<file path="config.mk">
export PLATFORM = sky130hd
export DESIGN_NAME = pipeline_hazard_ctrl
export DESIGN_NICKNAME = d
export VERILOG_FILES = /design/src/rtl/pipeline_hazard_ctrl.sv
export SDC_FILE = /design/constraint.sdc
export NUM_CORES = 1
export LEC_CHECK = 0
export BUFFER_PORTS_ARGS = -buffer_cell sky130_fd_sc_hd__buf_2
export CAP_MARGIN = 20
export CELL_PAD_IN_SITES_DETAIL_PLACEMENT = 0
export CELL_PAD_IN_SITES_GLOBAL_PLACEMENT = 1
export CORE_AREA = 2 2 83 85
export CTS_BUF_LIST = sky130_fd_sc_hd__clkbuf_8
export DETAILED_ROUTE_END_ITERATION = 7
export DIE_AREA = 0 0 85 87
export HOLD_SLACK_MARGIN = 0.05
export PLACE_DENSITY = 0.9
export SYNTH_ARGS = -nofsm -noshare
export SYNTH_HDL_FRONTEND = slang
export SYNTH_SLANG_ARGS = --single-unit
</file>
<file path="constraint.sdc">
create_clock -name clk -period 2.7 [get_ports clk]
set_input_delay 0.135 -clock clk [delete_from_list [all_inputs] [get_ports clk]]
set_output_delay 0.135 -clock clk [all_outputs]
set_load 0.02 [all_outputs]
</file>
<file path="src/rtl/pipeline_hazard_ctrl.sv">
// Pipeline sequencer: register enables/flushes for load-use, branch and data-memory waits,
// EX-stage forwarding selects and a saturating stall-cycle counter.
module pipeline_hazard_ctrl #(
  parameter int MAX_WAIT = 8,
  parameter int CNT_W    = 32
) (
  input  logic             clk,
  input  logic             reset,
  input  logic [4:0]       id_rs1,
  input  logic [4:0]       id_rs2,
  input  logic [4:0]       ex_rs1,
  input  logic [4:0]       ex_rs2,
  input  logic [4:0]       ex_rd,
  input  logic             ex_MemRead,
  input  logic [4:0]       mem_rd,
  input  logic             mem_RegWrite,
  input  logic             mem_access,
  input  logic             mem_ready,
  input  logic [4:0]       wb_rd,
  input  logic             wb_RegWrite,
  input  logic             branch_taken,
  output logic             pc_write,
  output logic             ifid_write,
  output logic             ifid_flush,
  output logic             idex_flush,
  output logic             memwb_flush,
  output logic             pipe_hold,
  output logic [1:0]       forward_a,
  output logic [1:0]       forward_b,
  output logic             mem_timeout,
  output logic [CNT_W-1:0] stall_cycles
);

  localparam logic [0:0] RUN      = 1'b0;
  localparam logic [0:0] MEM_WAIT = 1'b1;
  localparam logic [7:0] MAX_W    = 8'(MAX_WAIT);

  logic [0:0] state;
  logic [7:0] wait_cnt;
  logic       hold;
  logic       timeout;
  logic       load_use;

  function automatic logic [1:0] fwd_sel(input logic [4:0] rs);
    if (mem_RegWrite && (mem_rd != '0) && (mem_rd == rs))
      return 2'b10;
    else if (wb_RegWrite && (wb_rd != '0) && (wb_rd == rs))
      return 2'b01;
    else
      return 2'b00;
  endfunction

  always_comb begin
    hold     = mem_access & ~mem_ready & (wait_cnt < MAX_W);
    timeout  = (state == MEM_WAIT) & mem_access & ~mem_ready & (wait_cnt == MAX_W);
    load_use = ex_MemRead & (ex_rd != '0) & ((ex_rd == id_rs1) | (ex_rd == id_rs2));
  end

  // Reset gates every output so the pipeline sees reset values asynchronously.
  // A timeout releases the pipeline, so branch/load-use still apply in that cycle.
  always_comb begin
    pc_write    = 1'b1;
    ifid_write  = 1'b1;
    ifid_flush  = 1'b0;
    idex_flush  = 1'b0;
    memwb_flush = 1'b0;
    pipe_hold   = 1'b0;
    mem_timeout = 1'b0;
    forward_a   = 2'b00;
    forward_b   = 2'b00;
    if (!reset) begin
      forward_a = fwd_sel(ex_rs1);
      forward_b = fwd_sel(ex_rs2);
      if (hold) begin
        pc_write    = 1'b0;
        ifid_write  = 1'b0;
        pipe_hold   = 1'b1;
        memwb_flush = 1'b1;
      end else begin
        if (timeout) begin
          mem_timeout = 1'b1;
          memwb_flush = 1'b1;
        end
        if (branch_taken) begin
          ifid_flush = 1'b1;
          idex_flush = 1'b1;
        end else if (load_use) begin
          pc_write   = 1'b0;
          ifid_write = 1'b0;
          idex_flush = 1'b1;
        end
      end
    end
  end

  always_ff @(posedge clk or posedge reset) begin
    if (reset) begin
      state    <= RUN;
      wait_cnt <= '0;
    end else if (hold) begin
      state    <= MEM_WAIT;
      wait_cnt <= wait_cnt + 8'd1;
    end else begin
      state    <= RUN;
      wait_cnt <= '0;
    end
  end

  always_ff @(posedge clk or posedge reset) begin
    if (reset)
      stall_cycles <= '0;
    else if (!pc_write && (stall_cycles != '1))
      stall_cycles <= stall_cycles + 1'b1;
  end

endmodule
</file>
-- Word level (Yosys, flattened, before mapping)
Cells that the tools add are included.
- add/sub/neg operators: 2
- reductions and logical operators: 11
- mux-type cells: 25
- equality and inequality tests: 8
- bitwise operators: 9
- order comparisons: 1
- operators with widths (cell ; count):
    adder 32 x 1 -> 32 bit (second input constant) ; 1
    inequality test 32 bit (second input constant) ; 1
    == test 5 bit ; 6
    two-way mux 1 bit ; 20
    nonzero test 5 bit ; 3
    adder 8 x 1 -> 8 bit (second input constant) ; 1
    == test 8 x 4 -> 1 bit (second input constant) ; 1
    < comparator 8 x 4 -> 1 bit (second input constant) ; 1
    two-way mux 2 bit ; 4
    two-way mux 8 bit ; 1
    AND 1 bit ; 7
    logical AND 1 bit ; 7
    zero test 1 bit ; 1
    inverter 1 bit ; 1
    OR 1 bit ; 1
- input port bits: 43
- output and inout port bits: 43
- register bits after elaboration: 41

-- Depth between registers and ports, before layout
Gate-level depths: netlist of the first run.
- depth in word-level cells: 9
- gate-level depth with buffers: 7
- mapped depth without buffers: 6

-- Worst setup path after synthesis of the first run
OpenSTA, ideal clock, no wires.
- kind: input-to-output
- start: in reset
- end: out forward_a[0]
- path slack: -0.010 ns
- path buffers: 1
- stages on the path: 5
- required time: 2.565 ns
- data arrival time: 2.575 ns
- cells stage by stage: buf_2 -> inv_1 -> o211ai_1 -> or4_1 -> nor4_1
- cells in the longest elaborated chain, start to end: 1
- RTL lines (item ; RTL line ; RTL):
    start: declaration ; 8 ; input logic reset,
    two-way mux 2 bit ; 71 ; if (!reset) begin
    end: declaration ; 28 ; output logic [1:0] forward_a,
Every way passes these cells.

-- Worst setup path in the final report of the first run
- start: reg stall_cycles[14]
- end: reg stall_cycles[1]
- cells in the longest elaborated chain, start to end: 2
- RTL lines (item ; RTL line ; RTL):
    start: declaration ; 31 ; output logic [CNT_W-1:0] stall_cycles
    start signal: assignment ; 113 ; stall_cycles <= stall_cycles + 1'b1;
    inequality test 32 bit ; 112 ; else if (!pc_write && (stall_cycles != '1))
    logical AND 1 bit ; 112 ;
Every way passes these cells.
A chain may end at the register's enable or synchronous reset.

==> impl_metrics.xml, run 1 <==
<?xml version="1.0" encoding="UTF-8"?>
<metrics>
  <group name="critical_path">
    <metric name="setup.worst_path.start_class" unit="">flip-flop</metric>
    <metric name="reg2reg_setup_slack" unit="ns">0.53</metric>
    <metric name="ff2ff_path_depth" unit="">6</metric>
    <metric name="timing_worst_setup_path_type" unit="">flip-flop to flip-flop</metric>
    <metric name="cp.arrival" unit="ns">2.34</metric>
    <metric name="rr_endpoint" unit="">stall_cycles[1]</metric>
    <metric name="crit-reg2reg-launch" unit="">stall_cycles[14]</metric>
    <metric name="crit_path_end_kind" unit="">flip-flop</metric>
    <metric name="cp.required" unit="ns">2.88</metric>
    <metric name="critical_path.max_fanout" unit="">11</metric>
  </group>
  <group name="yosys">
    <metric name="synth_async_reset_ratio" unit="%">100</metric>
    <metric name="share_of_the_synthesized_area_in_the_top_cell_type" unit="%">41.4</metric>
    <metric name="post_synth_instance_area" unit="sq um">2480</metric>
    <metric name="yosys_warning_total" unit="">0</metric>
    <metric name="ys_top_cells_by_area" unit="">sky130_fd_sc_hd__dfrtp_1, sky130_fd_sc_hd__xor2_1, sky130_fd_sc_hd__xnor2_1</metric>
    <metric name="synth_area_leader_cell" unit="">sky130_fd_sc_hd__dfrtp_1</metric>
    <metric name="avgSynthCellArea" unit="sq um">10.0</metric>
    <metric name="synth_seq_area_share" unit="%">41.4</metric>
    <metric name="synth-main-ff-cell" unit="">sky130_fd_sc_hd__dfrtp_1</metric>
    <metric name="synth-seq-cells" unit="">41</metric>
    <metric name="synth_enable_flop_cells" unit="">0</metric>
    <metric name="post_synth_inst_count" unit="">247</metric>
    <metric name="synth_cell_type_count" unit="">38</metric>
  </group>
  <group name="placement">
    <metric name="dpl.hpwl" unit="um">4170</metric>
    <metric name="dp_cells" unit="">411</metric>
    <metric name="post_dp_area" unit="sq um">3000</metric>
    <metric name="buffer_ports.inserted" unit="">85</metric>
    <metric name="gpl.final_weighted_congestion" unit="">0.826</metric>
  </group>
  <group name="cts">
    <metric name="root_buffer" unit="">sky130_fd_sc_hd__clkbuf_8</metric>
    <metric name="clock-sinks" unit="">41</metric>
    <metric name="cts.clk_slew.worst_paths" unit="ns">0.07</metric>
    <metric name="cts_h_tree_depth" unit="">2</metric>
    <metric name="post_cts.repair.setup_buffers" unit="">0</metric>
    <metric name="max-clock-path-buffers" unit="">2</metric>
    <metric name="clock_latency" unit="ns">0.29</metric>
    <metric name="postCtsHoldBufs" unit="">0</metric>
    <metric name="clock_tree_from_tritoncts" unit="">done</metric>
    <metric name="post_cts.resized_instances" unit="">0</metric>
    <metric name="cts_made_buffers" unit="">5</metric>
  </group>
  <group name="global_routing">
    <metric name="grt_max_degree" unit="">43</metric>
    <metric name="gr_layer_usage_met2" unit="%">25.3</metric>
    <metric name="global_route.usage.met1" unit="%">19.6</metric>
    <metric name="gr-usage-all-layers" unit="%">15.3</metric>
    <metric name="antenna_violations_before_repair" unit="">0</metric>
    <metric name="grt_first_pass_wirelength" unit="um">9190</metric>
    <metric name="grt.busiest_layer" unit="">met2</metric>
    <metric name="first_global_vias" unit="">2008</metric>
    <metric name="grt_overflow_total" unit="">0</metric>
    <metric name="groute.layer.met3.usage" unit="%">4.36</metric>
  </group>
  <group name="die">
    <metric name="fp.coreArea" unit="sq um">6570</metric>
    <metric name="fp-row-count" unit="">30</metric>
    <metric name="initial_cell_density_of_the_core" unit="%">37.8</metric>
    <metric name="die_height" unit="um">87</metric>
    <metric name="die_w" unit="um">85</metric>
    <metric name="floorplan_die_area" unit="sq um">7400</metric>
    <metric name="io_pins" unit="">86</metric>
  </group>
  <group name="timing">
    <metric name="totalNegativeSetupSlack" unit="ns">0</metric>
    <metric name="finClkSkew" unit="ns">0.00398</metric>
    <metric name="slew_headroom" unit="%">64.4</metric>
    <metric name="final-max-slew-violation-count" unit="">0</metric>
    <metric name="max_freq" unit="MHz">461</metric>
    <metric name="timing_worst_slew_pin_value" unit="ns">0.535</metric>
    <metric name="finalHoldViolations" unit="">0</metric>
    <metric name="layout_worst_path_cycle_share" unit="%">80.3</metric>
    <metric name="fin_crit" unit="ns">2.17</metric>
    <metric name="setup_viol" unit="">0</metric>
    <metric name="grt_setup_unrepaired" unit="">no</metric>
  </group>
  <group name="cells_and_area">
    <metric name="layout_net_count" unit="">384</metric>
    <metric name="final_design_area_no_fill" unit="sq um">3070</metric>
    <metric name="post_layout_nonfiller_instances" unit="">417</metric>
    <metric name="antennaDiodeCount" unit="">0</metric>
    <metric name="mostFrequentLayoutCells" unit="">sky130_fd_sc_hd__buf_2, sky130_fd_sc_hd__dfrtp_1, sky130_fd_sc_hd__xor2_1</metric>
    <metric name="post_route_cells_drive_above_1_share" unit="%">33.2</metric>
    <metric name="layout_commonest_cell" unit="">sky130_fd_sc_hd__buf_2</metric>
    <metric name="final_core_utilization" unit="%">46.8</metric>
    <metric name="flow.area_growth_from_synthesis" unit="%">23.9</metric>
  </group>
  <group name="routing">
    <metric name="detailedRoute.firstIterationViolations" unit="">121</metric>
    <metric name="dr.pass1.iters" unit="">4</metric>
    <metric name="wire_per_inst" unit="um">13.0</metric>
    <metric name="vias" unit="">2108</metric>
    <metric name="drtAntennaViolNets" unit="">0</metric>
    <metric name="post_detailed_route_drc_marker_count" unit="">0</metric>
    <metric name="drt-total-wl" unit="um">5410</metric>
    <metric name="via_count_normalized_by_instance_count" unit="">5.06</metric>
  </group>
  <group name="worst_hold_path">
    <metric name="hold_path.class" unit="">primary input to asynchronous set/reset pin</metric>
  </group>
  <group name="run_status">
    <metric name="run_status" unit="">finished, final reports clean</metric>
  </group>
  <group name="power_and_ir_drop">
    <metric name="vdd_ir_drop_max" unit="mV">0.197</metric>
    <metric name="power.static_leakage" unit="nW">1.59</metric>
    <metric name="totalPowerFinal" unit="W">0.00121</metric>
    <metric name="pwr_density_cell" unit="nW/um^2">392</metric>
  </group>
  <group name="run">
    <metric name="timing.max_cap.violations" unit="">0</metric>
  </group>
</metrics>
==> where the power goes <==
| group | switching [W] | internal, W |
|---|---|---|
| clock network | 0.000198 | 0.000170 |
| logic | 0.000111 | 0.0000820 |
| registers | 0.0000158 | 0.000629 |
==> worst max path at each step <==
stage	slack (ns)	end	cells after the start	start
2_1_floorplan	0.43	forward_a[0]	5	reset
3_3_place_gp	0.63	stall_cycles[1]	6	wait_cnt[7]
3_5_place_dp	0.56	stall_cycles[1]	6	wait_cnt[5]
4_1_cts	0.53	stall_cycles[1]	6	wait_cnt[5]
5_1_grt	0.30	stall_cycles[1]	6	stall_cycles[14]
6_report	0.53	stall_cycles[1]	6	stall_cycles[14]
==> flip-flops by register name, summed over array words and instances, names as in the netlist <==
register	cells
stall_cycles	32
wait_cnt	8
state	1
==> layout make-up <==
cell class | instances | area (sq um)
inverter | 5 | 23.8
multi-input combinational | 197 | 1400
clock inverter | 1 | 5.00
timing repair buffer | 88 | 448
fill | 617 | 3500
tap | 80 | 100
clock buffer | 5 | 68.8
sequential | 41 | 1030
==> synthesized netlist by cell type (5+ instances only) <==
library cell              number
sky130_fd_sc_hd__nor4_2        5
sky130_fd_sc_hd__dfrtp_1      41
sky130_fd_sc_hd__nand3_1      16
sky130_fd_sc_hd__nor3b_1       5
sky130_fd_sc_hd__nor3_1       17
sky130_fd_sc_hd__nor4_1       14
sky130_fd_sc_hd__nor2_1       11
sky130_fd_sc_hd__xor2_1       39
sky130_fd_sc_hd__xnor2_1      22
sky130_fd_sc_hd__nand4_1       9
sky130_fd_sc_hd__nand2_1      18
sky130_fd_sc_hd__and3_1        8
==> critical path, stage by stage (launching register included) <==
cell	delay, ns
sky130_fd_sc_hd__dfrtp_1	0.42
sky130_fd_sc_hd__and4_1	0.23
sky130_fd_sc_hd__nor3b_1	0.38
sky130_fd_sc_hd__nand4_1	0.21
sky130_fd_sc_hd__nand2_1	0.40
sky130_fd_sc_hd__nor2_1	0.13
sky130_fd_sc_hd__mux2_2	0.29
==> layer usage <==
layer	share of wire, %	vias to the layer above
met5	0	-
met4	0.94	0
met3	7.4	5
met2	48	80
met1	44	974
li1	-	1049
==> stage by stage <==
stage | worst slack (ns) | hold WS (ns)
6_report | 0.533 | 0.0893
5_1_grt | 0.302 | 0.163
4_1_cts | 0.534 | 0.124
3_5_place_dp | 0.557 | 0.440
3_3_place_gp | 0.631 | 0.432
2_1_floorplan | 0.435 | 0.322
==> cells by family after synthesis <==
kind of cell / Yosys count / share of synthesized area [%]
AND/OR/NAND/NOR: 121 / 29.6
flip-flops: 41 / 41.4
AO/OA/AOI/OAI: 6 / 2.32
adder cells (fa/ha/maj): 3 / 1.51
multiplexers: 2 / 0.908
XOR/XNOR: 61 / 21.5
other: 1 / 0.151
buffers and inverters: 12 / 2.62
Power figures use the tool's default switching activity.
==> run 2: changes to the inputs <==
==> constraint.sdc (replaced) <==
create_clock -name clk -period 2.3 [get_ports clk]
set_input_delay 0.115 -clock clk [delete_from_list [all_inputs] [get_ports clk]]
set_output_delay 0.115 -clock clk [all_outputs]
set_load 0.02 [all_outputs]
==> run 2 against run 1 <==
Global-route usage grew 0.56 points; cell count grew 0.72%; count of clock-buffer cells in the layout is the same; clock power grew 27%; critical endpoint is now stall_cycles[31].
==> impl_metrics.xml, run 2 (synthesized netlist as in run 1, its figures left out) <==
<?xml version="1.0" encoding="UTF-8"?>
<metrics>
  <group name="timing">
    <metric name="timing_worst_slew_pin_value" unit="ns">0.726</metric>
    <metric name="max_freq" unit="MHz">467</metric>
    <metric name="setup_viol" unit="">0</metric>
    <metric name="finClkSkew" unit="ns">0.00699</metric>
    <metric name="grt_setup_unrepaired" unit="">no</metric>
    <metric name="finalHoldViolations" unit="">0</metric>
    <metric name="final-max-slew-violation-count" unit="">0</metric>
    <metric name="layout_worst_path_cycle_share" unit="%">93.1</metric>
    <metric name="totalNegativeSetupSlack" unit="ns">0</metric>
    <metric name="hold_ws" unit="ns">0.0717</metric>
    <metric name="fin_crit" unit="ns">2.14</metric>
    <metric name="slew_headroom" unit="%">51.6</metric>
  </group>
  <group name="cells_and_area">
    <metric name="area_of_combinational_cells_with_multiple_inputs" unit="sq um">1400</metric>
    <metric name="final-seq-area" unit="sq um">1030</metric>
    <metric name="top_register" unit="">stall_cycles</metric>
    <metric name="mostFrequentLayoutCells" unit="">sky130_fd_sc_hd__buf_2, sky130_fd_sc_hd__dfrtp_1, sky130_fd_sc_hd__xor2_1</metric>
    <metric name="layout_net_count" unit="">385</metric>
    <metric name="largest_register_ffs" unit="">32</metric>
    <metric name="post_layout_nonfiller_instances" unit="">420</metric>
    <metric name="final_core_utilization" unit="%">47.1</metric>
    <metric name="layout_top_registers" unit="">stall_cycles: 32 flops, wait_cnt: 8 flops, state: 1 flops</metric>
    <metric name="post_route_cells_drive_above_1_share" unit="%">33.5</metric>
    <metric name="flow.area_growth_from_synthesis" unit="%">24.7</metric>
    <metric name="layout_commonest_cell" unit="">sky130_fd_sc_hd__buf_2</metric>
    <metric name="layout_fillers" unit="">624</metric>
    <metric name="antennaDiodeCount" unit="">0</metric>
  </group>
  <group name="critical_path">
    <metric name="cp.required" unit="ns">2.52</metric>
    <metric name="crit_path_end_kind" unit="">flip-flop</metric>
    <metric name="max_stage_delay" unit="ns">0.43</metric>
    <metric name="critical_path.cell_chain" unit="">nor3_1 -&gt; nand2_4 -&gt; clkinv_2 -&gt; nor2_2 -&gt; buf_4 -&gt; nor4_1 -&gt; xor2_1</metric>
    <metric name="cp.arrival" unit="ns">2.36</metric>
    <metric name="critical_path.max_fanout" unit="">17</metric>
    <metric name="timing_worst_setup_path_type" unit="">flip-flop to flip-flop</metric>
    <metric name="timing.critical_path.slowest_stage_cell" unit="">sky130_fd_sc_hd__nor3_1</metric>
    <metric name="reg2reg_setup_slack" unit="ns">0.16</metric>
    <metric name="setup.worst_path.start_class" unit="">flip-flop</metric>
  </group>
  <group name="run">
    <metric name="timing.max_cap.violations" unit="">0</metric>
  </group>
  <group name="placement">
    <metric name="buffer_ports.inserted" unit="">85</metric>
    <metric name="dpl.hpwl" unit="um">4420</metric>
    <metric name="dp_cells" unit="">412</metric>
    <metric name="gpl.final_weighted_congestion" unit="">0.794</metric>
  </group>
  <group name="global_routing">
    <metric name="gr-usage-all-layers" unit="%">15.9</metric>
    <metric name="antenna_violations_before_repair" unit="">0</metric>
    <metric name="grt_max_degree" unit="">43</metric>
    <metric name="first_global_vias" unit="">2145</metric>
    <metric name="grt_first_pass_wirelength" unit="um">9570</metric>
    <metric name="grt_overflow_total" unit="">0</metric>
  </group>
  <group name="cts">
    <metric name="post_cts.repair.setup_buffers" unit="">0</metric>
    <metric name="clock_tree_from_tritoncts" unit="">done</metric>
    <metric name="postCtsHoldBufs" unit="">0</metric>
    <metric name="clock_latency" unit="ns">0.29</metric>
    <metric name="max-clock-path-buffers" unit="">2</metric>
    <metric name="cts_made_buffers" unit="">5</metric>
    <metric name="post_cts.resized_instances" unit="">0</metric>
    <metric name="cts_h_tree_depth" unit="">2</metric>
    <metric name="root_buffer" unit="">sky130_fd_sc_hd__clkbuf_8</metric>
    <metric name="cts.clk_slew.worst_paths" unit="ns">0.08</metric>
    <metric name="clock-sinks" unit="">41</metric>
  </group>
  <group name="die">
    <metric name="die_height" unit="um">87</metric>
    <metric name="die_w" unit="um">85</metric>
    <metric name="fp-row-count" unit="">30</metric>
    <metric name="fp.coreArea" unit="sq um">6570</metric>
    <metric name="io_pins" unit="">86</metric>
    <metric name="floorplan_die_area" unit="sq um">7400</metric>
    <metric name="initial_cell_density_of_the_core" unit="%">37.8</metric>
  </group>
  <group name="power_and_ir_drop">
    <metric name="totalPowerFinal" unit="W">0.00145</metric>
    <metric name="vdd_ir_drop_max" unit="mV">0.417</metric>
    <metric name="pwr_density_cell" unit="nW/um^2">469</metric>
    <metric name="power.static_leakage" unit="nW">1.59</metric>
  </group>
  <group name="routing">
    <metric name="post_detailed_route_drc_marker_count" unit="">0</metric>
    <metric name="drtAntennaViolNets" unit="">0</metric>
    <metric name="vias" unit="">2129</metric>
    <metric name="dr.pass1.iters" unit="">4</metric>
    <metric name="via_count_normalized_by_instance_count" unit="">5.07</metric>
    <metric name="wire_per_inst" unit="um">13.4</metric>
    <metric name="detailedRoute.firstIterationViolations" unit="">119</metric>
    <metric name="drt-total-wl" unit="um">5640</metric>
  </group>
  <group name="worst_hold_path">
    <metric name="hold_path.class" unit="">primary input to asynchronous set/reset pin</metric>
  </group>
  <group name="run_status">
    <metric name="run_status" unit="">finished, final reports clean</metric>
  </group>
</metrics>
## run 2: where the power goes
part	switching (W)	leakage (nW)	internal, W
logic	0.000130	0.995	0.0000961
clock network	0.000259	0.0416	0.000210
registers	0.0000194	0.557	0.000738
## run 2: path summary, 6_finish.rpt
| check | startpoint | end | depth (start not counted) |
|---|---|---|---|
| worst min register to register | stall_cycles[16] | stall_cycles[16] | 1 |
| worst max register to register | wait_cnt[5] | stall_cycles[31] | 7 |
| worst min-delay path | reset | stall_cycles[4] | 3 |
| worst max-delay path | wait_cnt[5] | stall_cycles[31] | 7 |
| max in group asynchronous | reset | stall_cycles[7] | 3 |
| min in group clk | mem_ready | wait_cnt[1] | 3 |
## run 2: stage by stage
| step | worst slack [ns] | instance area, sq um |
|---|---|---|
| after global routing | 0.0122 | 3090 |
| after CTS | 0.151 | 3090 |
| after detailed placement | 0.182 | 3010 |
| after global placement | 0.348 | 3010 |
| after floorplan | 0.0745 | 2500 |
| final | 0.158 | 3090 |
## run 2: per-layer routing
metal  part of all wire [%]  wire [um]  global-route usage (%)
met3                    7.3        414                    4.45
met5                      0          0                       0
met1                     42       2390                    18.9
met4                    1.6         88                    4.76
met2                     49       2750                    27.8
## run 2: final cells by class
type,count,share of cell area (%)
repair buffers,89,14.7
multi-input cells,197,45.3
clock inverters,3,0.607
flip-flops and latches,41,33.2
inverters,5,0.768
clock buffers,5,2.22
well taps,80,3.23
## run 2: critical path, delay by kind of cell, from the launching register on
kind	cells	cell delay, ns
buf+inv	2	0.35
simple gates	4	1.12
flops	1	0.39
xor+xnor	1	0.19
